--- src/rtl/vga_timing_gen.sv ---
// Purpose : VGA raster timing generator with pixel-source latency realignment.
// Latency : colour/sync on pins PIPE_LAT+1 clk after the request; strobes 1 clk after the pix_ce edge.
// Backpress: none; free-running raster, the pixel source must answer exactly PIPE_LAT clk after a request.
//
// Ports:
//   clk, rst                 clock, synchronous active-high reset
//   pix_ce                   one-clk pulse on which the raster position advances
//   read, read_h, read_v     request to the pixel source (column/line, 0 outside active area)
//   pixel_rgb                {R[2:0],G[2:0],B[1:0]} returned PIPE_LAT clk after the request
//   line_start, frame_end    one-clk strobes (start of active line / after last active pixel)
//   HSYNC, VSYNC             syncs with polarity applied, aligned to colour
//   VGAR, VGAG, VGAB         colour pins, 0 outside the active area
// Optional: define TEST_PATTERN_EN to add input test_pat (8x8 checkerboard replaces pixel_rgb).
module vga_timing_gen #(
  parameter int H_ACTIVE  = 640,
  parameter int H_FRONT   = 16,
  parameter int H_SYNC    = 96,
  parameter int H_BACK    = 48,
  parameter int V_ACTIVE  = 400,
  parameter int V_FRONT   = 12,
  parameter int V_SYNC    = 2,
  parameter int V_BACK    = 35,
  parameter int CLK_DIV   = 2,
  parameter int PIPE_LAT  = 1,
  parameter int HSYNC_POL = 1,
  parameter int VSYNC_POL = 1,
  parameter int H_W       = 10,
  parameter int V_W       = 9
) (
  input  logic           clk,
  input  logic           rst,
  output logic           pix_ce,
  output logic           read,
  output logic [H_W-1:0] read_h,
  output logic [V_W-1:0] read_v,
  input  logic [7:0]     pixel_rgb,
`ifdef TEST_PATTERN_EN
  input  logic           test_pat,
`endif
  output logic           line_start,
  output logic           frame_end,
  output logic           HSYNC,
  output logic           VSYNC,
  output logic [2:0]     VGAR,
  output logic [2:0]     VGAG,
  output logic [1:0]     VGAB
);

  localparam int H_TOTAL = H_ACTIVE + H_FRONT + H_SYNC + H_BACK;
  localparam int V_TOTAL = V_ACTIVE + V_FRONT + V_SYNC + V_BACK;
  localparam int DIV_W   = (CLK_DIV > 1) ? $clog2(CLK_DIV) : 1;

  localparam logic [DIV_W-1:0] DIV_LAST   = DIV_W'(CLK_DIV - 1);
  localparam logic [H_W-1:0]   H_LAST     = H_W'(H_TOTAL - 1);
  localparam logic [V_W-1:0]   V_LAST     = V_W'(V_TOTAL - 1);
  localparam logic [H_W-1:0]   H_ACT_LAST = H_W'(H_ACTIVE - 1);
  localparam logic [V_W-1:0]   V_ACT_LAST = V_W'(V_ACTIVE - 1);

  // One extra bit so window ends equal to 2**W still compare correctly.
  localparam logic [H_W:0] H_ACT_X = (H_W+1)'(H_ACTIVE);
  localparam logic [H_W:0] H_SS_X  = (H_W+1)'(H_ACTIVE + H_FRONT);
  localparam logic [H_W:0] H_SE_X  = (H_W+1)'(H_ACTIVE + H_FRONT + H_SYNC);
  localparam logic [V_W:0] V_ACT_X = (V_W+1)'(V_ACTIVE);
  localparam logic [V_W:0] V_SS_X  = (V_W+1)'(V_ACTIVE + V_FRONT);
  localparam logic [V_W:0] V_SE_X  = (V_W+1)'(V_ACTIVE + V_FRONT + V_SYNC);

  localparam logic HS_ON = (HSYNC_POL != 0);
  localparam logic VS_ON = (VSYNC_POL != 0);

  // Elaboration-time parameter sanity
  if (H_TOTAL > (1 << H_W)) begin : g_chk_h
    $error("vga_timing_gen: H_TOTAL does not fit in H_W bits");
  end
  if (V_TOTAL > (1 << V_W)) begin : g_chk_v
    $error("vga_timing_gen: V_TOTAL does not fit in V_W bits");
  end
  if (CLK_DIV < 1) begin : g_chk_div
    $error("vga_timing_gen: CLK_DIV must be >= 1");
  end
  if (PIPE_LAT < 0 || PIPE_LAT > 7) begin : g_chk_lat
    $error("vga_timing_gen: PIPE_LAT must be 0..7");
  end

  typedef struct packed {
    logic rd;
    logic hs;
    logic vs;
`ifdef TEST_PATTERN_EN
    logic pat;
`endif
  } tap_t;

  logic [DIV_W-1:0] r_div;
  logic             r_pix_ce;
  logic [H_W-1:0]   r_pos_h;
  logic [V_W-1:0]   r_pos_v;
  logic             r_line_start;
  logic             r_frame_end;
  logic             r_hsync;
  logic             r_vsync;
  logic [7:0]       r_rgb;

  logic [DIV_W-1:0] w_div_nxt;
  logic             w_h_last;
  logic             w_v_last;
  logic [H_W-1:0]   w_nxt_h;
  logic [V_W-1:0]   w_nxt_v;
  logic             w_read;
  tap_t             w_cur;
  tap_t             w_tap;
  logic [7:0]       w_rgb_src;

  // ---------------- divider and raster counters ----------------
  assign w_div_nxt = (r_div == DIV_LAST) ? '0 : r_div + DIV_W'(1);
  assign w_h_last  = (r_pos_h == H_LAST);
  assign w_v_last  = (r_pos_v == V_LAST);
  assign w_nxt_h   = w_h_last ? '0 : r_pos_h + H_W'(1);
  assign w_nxt_v   = w_h_last ? (w_v_last ? '0 : r_pos_v + V_W'(1)) : r_pos_v;

  // pix_ce is registered from the next divider value so it is 0 while in
  // reset even when CLK_DIV=1 (div_cnt==CLK_DIV-1 holds trivially there).
  always_ff @(posedge clk) begin
    if (rst) begin
      r_div        <= '0;
      r_pix_ce     <= 1'b0;
      r_pos_h      <= '0;
      r_pos_v      <= '0;
      r_line_start <= 1'b0;
      r_frame_end  <= 1'b0;
    end else begin
      r_div        <= w_div_nxt;
      r_pix_ce     <= (w_div_nxt == DIV_LAST);
      r_line_start <= r_pix_ce && (w_nxt_h == '0) && ({1'b0, w_nxt_v} < V_ACT_X);
      r_frame_end  <= r_pix_ce && (r_pos_h == H_ACT_LAST) && (r_pos_v == V_ACT_LAST);
      if (r_pix_ce) begin
        r_pos_h <= w_nxt_h;
        r_pos_v <= w_nxt_v;
      end
    end
  end

  // ---------------- request side ----------------
  assign w_read = ({1'b0, r_pos_h} < H_ACT_X) && ({1'b0, r_pos_v} < V_ACT_X);

`ifdef TEST_PATTERN_EN
  // Zero-extended so bit 3 exists even for very narrow counters.
  logic [H_W+3:0] w_h_ext;
  logic [V_W+3:0] w_v_ext;
  assign w_h_ext = {4'b0, read_h};
  assign w_v_ext = {4'b0, read_v};
`endif

  always_comb begin
    w_cur    = '0;
    w_cur.rd = w_read;
    w_cur.hs = ({1'b0, r_pos_h} >= H_SS_X) && ({1'b0, r_pos_h} < H_SE_X);
    w_cur.vs = ({1'b0, r_pos_v} >= V_SS_X) && ({1'b0, r_pos_v} < V_SE_X);
`ifdef TEST_PATTERN_EN
    w_cur.pat = w_h_ext[3] ^ w_v_ext[3];
`endif
  end

  // ---------------- alignment delay line ----------------
  // PIPE_LAT stages here plus the pin register below give PIPE_LAT+1 clk,
  // so the tap lines up with pixel_rgb for the same request.
  if (PIPE_LAT == 0) begin : g_nodly
    assign w_tap = w_cur;
  end else begin : g_dly
    tap_t r_dly [PIPE_LAT];
    always_ff @(posedge clk) begin
      if (rst) begin
        for (int i = 0; i < PIPE_LAT; i++) r_dly[i] <= '0;
      end else begin
        r_dly[0] <= w_cur;
        for (int i = 1; i < PIPE_LAT; i++) r_dly[i] <= r_dly[i-1];
      end
    end
    assign w_tap = r_dly[PIPE_LAT-1];
  end

  // ---------------- pin stage ----------------
  always_comb begin
    w_rgb_src = pixel_rgb;
`ifdef TEST_PATTERN_EN
    if (test_pat) w_rgb_src = w_tap.pat ? 8'hFF : 8'h00;
`endif
  end

  always_ff @(posedge clk) begin
    if (rst) begin
      r_hsync <= ~HS_ON;
      r_vsync <= ~VS_ON;
      r_rgb   <= 8'h00;
    end else begin
      r_hsync <= w_tap.hs ? HS_ON : ~HS_ON;
      r_vsync <= w_tap.vs ? VS_ON : ~VS_ON;
      r_rgb   <= w_tap.rd ? w_rgb_src : 8'h00;
    end
  end

  assign pix_ce     = r_pix_ce;
  assign read       = w_read;
  assign read_h     = w_read ? r_pos_h : '0;
  assign read_v     = w_read ? r_pos_v : '0;
  assign line_start = r_line_start;
  assign frame_end  = r_frame_end;
  assign HSYNC      = r_hsync;
  assign VSYNC      = r_vsync;
  assign VGAR       = r_rgb[7:5];
  assign VGAG       = r_rgb[4:2];
  assign VGAB       = r_rgb[1:0];

endmodule
--- config.mk ---
export PLATFORM = sky130hd
export DESIGN_NAME = vga_timing_gen
export DESIGN_NICKNAME = d
export VERILOG_FILES = /design/src/rtl/vga_timing_gen.sv
export SDC_FILE = /design/constraint.sdc
export NUM_CORES = 1
export LEC_CHECK = 0
export ABC_AREA = 1
export BUFFER_PORTS_ARGS = -buffer_cell sky130_fd_sc_hd__buf_2
export CAP_MARGIN = 20
export CORE_MARGIN = 3
export CORE_UTILIZATION = 35
export CTS_CLUSTER_DIAMETER = 120
export DETAILED_ROUTE_END_ITERATION = 7
export PLACE_DENSITY = 0.6
export SLEW_MARGIN = 25
export SYNTH_ARGS = -nofsm -noshare
export SYNTH_HDL_FRONTEND = slang
export SYNTH_SLANG_ARGS = --single-unit
--- constraint.sdc ---
create_clock -name clk -period 2.38 [get_ports clk]
set_clock_uncertainty 0.15 [all_clocks]
set_input_delay 0.119 -clock clk [delete_from_list [all_inputs] [get_ports clk]]
set_output_delay 0.119 -clock clk [all_outputs]
set_load 0.02 [all_outputs]
==> impl_metrics.py, run 1 <==
metrics = {
    "logic_synthesis": {
        "synth-edff-count": 0,
        "yosysTopAreaCellShare": 0.3696,
        "synth_ff_type": "dfxtp_1",
        "syn_area_per_cell_um2": 6.722,
        "synth_top_area_cell": "dfxtp_1",
        "synth_area_leaders": "dfxtp_1, nand2_1, nor2_1",
        "synth_cell_types": 27,
        "async_flop_share": 0,
        "syn-num-nets": 297,
        "netlist_instances": 282,
        "yosysWarnings": 0,
        "synth_common_cells": "nand2_1, nor2_1, inv_1, dfxtp_1, nand3_1",
        "synth-seq-cells": 35,
        "syn_area_um2": 1896,
        "yosysSeqAreaShare": 0.3696,
    },
    "power": {
        "leakagePower_nw": 1.152,
        "pwr_density_cell_nw_per_um2": 516.6,
        "peakVddDrop_uv": 215.0,
    },
    "floorplan": {
        "io_pins": 43,
        "dieWidth_um": 79.59,
        "core_area_um2": 5172,
        "start_util": 0.3665,
        "die_area_um2": 6335,
        "fp-row-count": 26,
        "die_y_um": 79.59,
    },
    "drt": {
        "wirelength_um": 4881,
        "antenna_left": 0,
        "first_iter_violations": 138,
        "viasPerCell": 4.796,
        "wire_per_inst_um": 12.02,
        "firstDrtPassIters": 4,
        "remaining_drc_errors": 0,
        "routed-via-count": 1947,
    },
    "sta": {
        "rsz0062_at_grt": "no",
        "worst_slew_pin_slew_ns": 0.5313,
        "min_period_ns": 2.005,
        "final.period_utilization": 0.8426,
        "finalHoldViolations": 0,
        "timing.setup.tns_ns": 0,
        "fmax_mhz": 498.7,
        "slew-limit-headroom": 0.6454,
        "finalMaxSlewViolations": 0,
        "setup_viol": 0,
    },
    "place": {
        "hpwl_um": 3462,
        "numPortBuffers": 42,
        "place_congestion": 0.8728,
        "place_inst": 389,
    },
    "setup_path": {
        "critPathKind": "flip-flop to output pin",
        "r2r-start": "r_pos_h[0]",
        "critPathLaunch": "r_pos_v[4]",
        "endpoint": "read_v[6]",
        "worst-path-max-fanout": 14,
        "critical_path.reg2reg.endpoint": "line_start",
        "end_kind": "output pin",
        "r2r_cells": 7,
        "start_kind": "flip-flop",
        "cp.required_ns": 2.11,
        "r2r_slack_ns": 0.49,
        "arrival_ns": 1.74,
    },
    "cells_and_area": {
        "antenna_cells": 0,
        "fill_cells": 528,
        "nets": 350,
        "drive_above_1_share": 0.2143,
        "area_growth_pct": 25.28,
        "fin_cells": 406,
    },
    "run_status": {
        "status": "complete, no violations",
    },
    "global_route": {
        "grt_pass1_wl_um": 8121,
        "grt_max_degree": 16,
        "grt_usage": 0.1625,
        "grt_overflow": 0,
        "antenna_found_initial": 0,
        "grt_pass1_vias": 1793,
    },
    "clock_network": {
        "cts_buffer_depth": 2,
        "cts.sinks": 35,
        "path_clk_slew_ns": 0.08,
        "tritoncts": "yes",
        "ctsRootBufferMaster": "clkbuf_8",
        "worstSkewPairLatency_ns": 0.29,
        "numCtsBuffers": 5,
        "h-tree-depth": 2,
    },
    "run": {
        "drv_cap": 0,
    },
    "worst_hold_path": {
        "hp-class": "flip-flop to flip-flop",
    },
}
[cells in the final DEF, fill, tap and decap left out]
cell	Yosys	routed
nand2_1	53	53
ha_1	5	5
clkbuf_8	0	5
nor4_1	2	2
a211oi_2	1	1
nand3_1	22	22
dfxtp_1	35	35
bufinv_16	0	1
nor2_1	53	53
a21oi_1	5	5
nor2_4	3	3
inv_1	44	44
dlygate4sd3_1	0	9
inv_2	2	2
nand2_4	2	2
a2111oi_0	1	1
nor2_2	5	5
clkinv_4	0	1
o21ai_0	6	6
nor3_1	5	5
nand2_2	2	2
o32ai_1	2	2
o22ai_1	10	10
xor2_1	2	2
buf_4	2	3
nand3_2	3	3
clkinv_2	1	2
o21ai_1	1	1
nand4_1	9	9
buf_2	5	42
[state kept, by name, summed over array words and instances (netlist names)]
name / flops
r_pos_h: 10
r_pos_v: 9
line_start: 1
frame_end: 1
g_dly.r_dly: 3
VSYNC: 1
pix_ce: 1
HSYNC: 1
r_rgb: 8
[critical path: stages, from the launching register on]
cell	delay, ns
dfxtp_1	0.41
inv_1	0.13
nor4_1	0.24
inv_1	0.11
nand4_1	0.11
buf_4	0.22
nor2_1	0.06
buf_2	0.15
[stage by stage]
step / total power, mW / utilization / hold WS, ns / worst slack (ns) / area, um2
2_1_floorplan: 0.6604 / - / 0.08122 / 0.7070 / 1896
3_3_place_gp: 0.6849 / 0.4199 / 0.1851 / 0.5687 / 2172
3_5_place_dp: 0.6852 / 0.4199 / 0.1905 / 0.5086 / 2172
4_1_cts: 1.248 / 0.4591 / 0.2449 / 0.3604 / 2375
5_1_grt: 1.278 / 0.4591 / 0.2562 / 0.2442 / 2375
6_report: 1.227 / 0.4591 / 0.2512 / 0.3746 / 2375
[final cells by class]
class                           count  area, um2  area share
Inverter                           47      177.7     0.07482
Timing Repair Buffer               54      322.8      0.1359
Tap cell                           70      87.58     0.03688
Clock inverter                      3      43.79     0.01844
Clock buffer                        5      68.82     0.02898
Multi-Input combinational cell    192      973.4      0.4099
Sequential cell                    35      700.7      0.2950
[cells by family after synthesis]
group | synth area share
AOI/OAI and AO/OA | 0.08515
xor gates and xnor gates | 0.009243
adders and majority gates | 0.03300
buffers and inverters | 0.1168
DFF | 0.3696
and+or+nand+nor | 0.3861
[routing by layer]
layer / share of wire / vias to the layer above / GRT usage
met1: 0.45 / 846 / 0.2048
met4: 0.022 / 0 / 0.07732
met5: 0 / - / 0
met3: 0.091 / 10 / 0.04966
li1: - / 1004 / -
met2: 0.43 / 87 / 0.2513
[where the power goes]
part           switching [mW]  internal [mW]  total [mW]
clock network           0.232          0.312       0.544
registers             0.00990          0.595       0.605
logic                  0.0465         0.0310      0.0775
total                   0.289          0.938        1.23
[worst min-delay path by stage]
| stage | to | startpoint | slack [ns] | cells past startpoint |
|---|---|---|---|---|
| final | HSYNC | g_dly.r_dly[0][1] | 0.25 | 2 |
| after global routing | VSYNC | g_dly.r_dly[0][0] | 0.26 | 2 |
| after CTS | HSYNC | g_dly.r_dly[0][1] | 0.24 | 2 |
| after detailed placement | r_rgb[1] | pixel_rgb[1] | 0.19 | 3 |
| after global placement | r_rgb[2] | pixel_rgb[2] | 0.19 | 3 |
| after floorplan | r_rgb[0] | pixel_rgb[0] | 0.08 | 2 |
[timing repair]
action | in CTS | in global routing
hold buffers | 9 | 0
hold endpoints to repair | 14 | 0
buffers inserted | 0 | 0
setup endpoints to repair | 0 | 0
resized for setup | 0 | 0
No activity file was read; power rests on OpenSTA's default activity.
==> run 2: changes to the inputs <==
--- a/config.mk
+++ b/config.mk
@@ -5,14 +5,14 @@
 export SDC_FILE = /design/constraint.sdc
 export NUM_CORES = 1
 export LEC_CHECK = 0
-export ABC_AREA = 1
+export ABC_AREA = 0
 export BUFFER_PORTS_ARGS = -buffer_cell sky130_fd_sc_hd__buf_2
 export CAP_MARGIN = 20
 export CORE_MARGIN = 3
 export CORE_UTILIZATION = 35
 export CTS_CLUSTER_DIAMETER = 120
 export DETAILED_ROUTE_END_ITERATION = 7
-export PLACE_DENSITY = 0.6
+export PLACE_DENSITY = 0.62
 export SLEW_MARGIN = 25
 export SYNTH_ARGS = -nofsm -noshare
 export SYNTH_HDL_FRONTEND = slang
==> constraint.sdc (replaced) <==
create_clock -name clk -period 1.65 [get_ports clk]
set_clock_uncertainty 0.15 [all_clocks]
set_input_delay 0.0825 -clock clk [delete_from_list [all_inputs] [get_ports clk]]
set_output_delay 0.0825 -clock clk [all_outputs]
set_load 0.02 [all_outputs]
==> impl_metrics.py, run 2 <==
metrics = {
    "place": {
        "place_congestion": 0.8467,
        "numPortBuffers": 42,
        "dpl_worst_slack_ns": -0.2692,
        "dpl_cell_area_um2": 2714,
        "hpwl_um": 4193,
        "place_inst": 400,
    },
    "clock_network": {
        "cts_buffer_depth": 2,
        "cts.sinks": 35,
        "path_clk_slew_ns": 0.07,
        "numCtsBuffers": 5,
        "tritoncts": "yes",
        "worstSkewPairLatency_ns": 0.29,
        "h-tree-depth": 2,
        "ctsRootBufferMaster": "clkbuf_8",
    },
    "logic_synthesis": {
        "yosysSeqAreaShare": 0.3613,
        "synth_area_leaders": "dfxtp_1, and2_1, nand2_1",
        "yosysWarnings": 0,
        "netlist_instances": 238,
        "synth-edff-count": 0,
        "yosysTopAreaCellShare": 0.3613,
        "synth_top_area_cell": "dfxtp_1",
        "synth-seq-cells": 35,
        "async_flop_share": 0,
        "syn_area_per_cell_um2": 8.149,
        "syn-num-nets": 253,
        "synth.most_common_cell": "dfxtp_1",
        "syn_area_um2": 1939,
        "synth_cell_types": 47,
        "synth_ff_type": "dfxtp_1",
        "synth_common_cells": "dfxtp_1, nand2_1, and2_1, nor2_1, a21oi_1",
    },
    "sta": {
        "setup_ws_ns": -0.2910,
        "finalMaxSlewViolations": 0,
        "final.period_utilization": 1.176,
        "holdWs_ns": 0.2911,
        "rsz0062_at_grt": "yes",
        "timing.setup.tns_ns": -5.141,
        "finalHoldViolations": 0,
        "setup_viol": 32,
        "slew-limit-headroom": 0.7587,
        "fmax_mhz": 515.2,
        "worst_slew_pin_slew_ns": 0.3613,
        "min_period_ns": 1.941,
    },
    "setup_path": {
        "critPathLaunch": "r_pos_h[9]",
        "end_kind": "flip-flop",
        "worst-path-max-fanout": 4,
        "r2r_slack_ns": -0.29,
        "cp.required_ns": 1.69,
        "critPathKind": "flip-flop to flip-flop",
        "arrival_ns": 1.98,
        "r2r-start": "r_pos_h[9]",
        "start_kind": "flip-flop",
    },
    "cells_and_area": {
        "largest_reg_flops": 10,
        "nets": 373,
        "area_growth_pct": 79.55,
        "antenna_cells": 0,
        "layout_commonest_cell": "buf_4",
        "fin_cells": 429,
        "top_regs": "r_pos_h: 10 flops, r_pos_v: 9 flops, r_rgb: 8 flops",
        "final_cell_mix": "buf_4, buf_6, buf_2",
        "top_register": "r_pos_h",
        "drive_above_1_share": 0.5794,
        "stdcell_area_um2": 3482,
    },
    "run_status": {
        "status": "finished, violations left",
        "failed_checks": "setup timing",
    },
    "worst_hold_path": {
        "hp-class": "flip-flop to flip-flop",
        "hold_start": "g_dly.r_dly[0][0]",
    },
    "drt": {
        "routed-via-count": 2202,
        "antenna_left": 0,
        "first_iter_violations": 167,
        "wire_per_inst_um": 15.34,
        "wirelength_um": 6580,
        "viasPerCell": 5.133,
        "firstDrtPassIters": 4,
        "remaining_drc_errors": 0,
    },
    "power": {
        "peakVddDrop_uv": 358.7,
        "pwr-share-clk": 0.408,
        "switching_share": 0.2361,
        "intPower_mw": 1.300,
        "p_seq_frac": 0.505,
        "pwr_density_cell_nw_per_um2": 488.6,
        "leakagePower_nw": 1.541,
        "share_comb_of_total_power": 0.087,
        "switchingPower_uw": 401.6,
    },
    "global_route": {
        "grt_max_degree": 17,
        "grt_usage": 0.2044,
        "antenna_found_initial": 0,
        "grt_pass1_wl_um": 10070,
        "grt_overflow": 0,
        "grt_pass1_vias": 2033,
    },
    "floorplan": {
        "die_y_um": 80.44,
        "start_util": 0.3703,
        "die_area_um2": 6471,
        "io_pins": 43,
        "core_area_um2": 5238,
        "fp-row-count": 26,
        "dieWidth_um": 80.44,
    },
    "run": {
        "drv_cap": 0,
    },
}
[run 2: changes by cell type after synthesis, sizes merged, moves of 12 or more]
cell,change
a21oi,+12
and2,+24
nand3,-16
nor2,-43
clkbuf,+12
inv,-40
nand2,-32
[run 2: logic make-up after synthesis]
group	Yosys count	synth area share
xor+xnor	7	0.03161
buf+inv	21	0.04580
fa+ha+maj	5	0.03226
compound gates	41	0.1213
simple gates	126	0.3916
mux	3	0.01613
flops	35	0.3613
[run 2: layout make-up]
| type | instances | area (um2) |
|---|---|---|
| fill | 398 | 1755 |
| timing repair buffer | 128 | 1069 |
| sequential | 35 | 735.7 |
| multi-input combinational | 182 | 1468 |
| tap | 70 | 87.58 |
| inverter | 6 | 22.52 |
| clock buffer | 8 | 100.1 |
[run 2: power by group through the flow]
stage          registers (mW)  clock network [mW]  logic, mW
2_1_floorplan           0.901                   0     0.0457
3_3_place_gp            0.887                   0      0.109
3_5_place_dp            0.887                   0      0.110
4_1_cts                 0.860               0.701      0.138
5_1_grt                 0.860               0.743      0.162
6_report                0.859               0.694      0.149
[run 2: timing repair]
| action | 4_1_cts | 5_1_grt |
|---|---|---|
| buffers inserted | 9 | 3 |
| hold buffers | 9 | 0 |
| resized for setup | 107 | 38 |
| pin swaps | 40 | 24 |
| hold endpoints to repair | 10 | 0 |
| setup endpoints to repair | 37 | 38 |
[run 2: final timing paths]
kind                                   end  cells after the start
worst max-delay path            line_start                      7
worst min-delay path                 VSYNC                      1
worst max register to register  line_start                      7
worst min register to register       VSYNC                      1
[run 2: through the flow]
step / total power [mW] / utilization
detailed placement: 0.9978 / 0.5182
CTS: 1.699 / 0.6352
global placement: 0.9960 / 0.5182
global route: 1.764 / 0.6648
finish: 1.701 / 0.6648
floorplan: 0.9464 / -
[run 2: worst max-delay path: stages, from the launching register on]
cell and delay [ns]:
dfxtp_1 0.37, buf_4 0.14, nand4b_4 0.16, nor4_4 0.31, a32o_1 0.23, nand2_1 0.07, a211o_1 0.26, and4_1 0.14
[run 2: layer usage]
layer  share of wire  track usage
met4           0.022      0.07939
met3           0.053      0.03251
met5               0            0
met1            0.45       0.2714
met2            0.48       0.3295
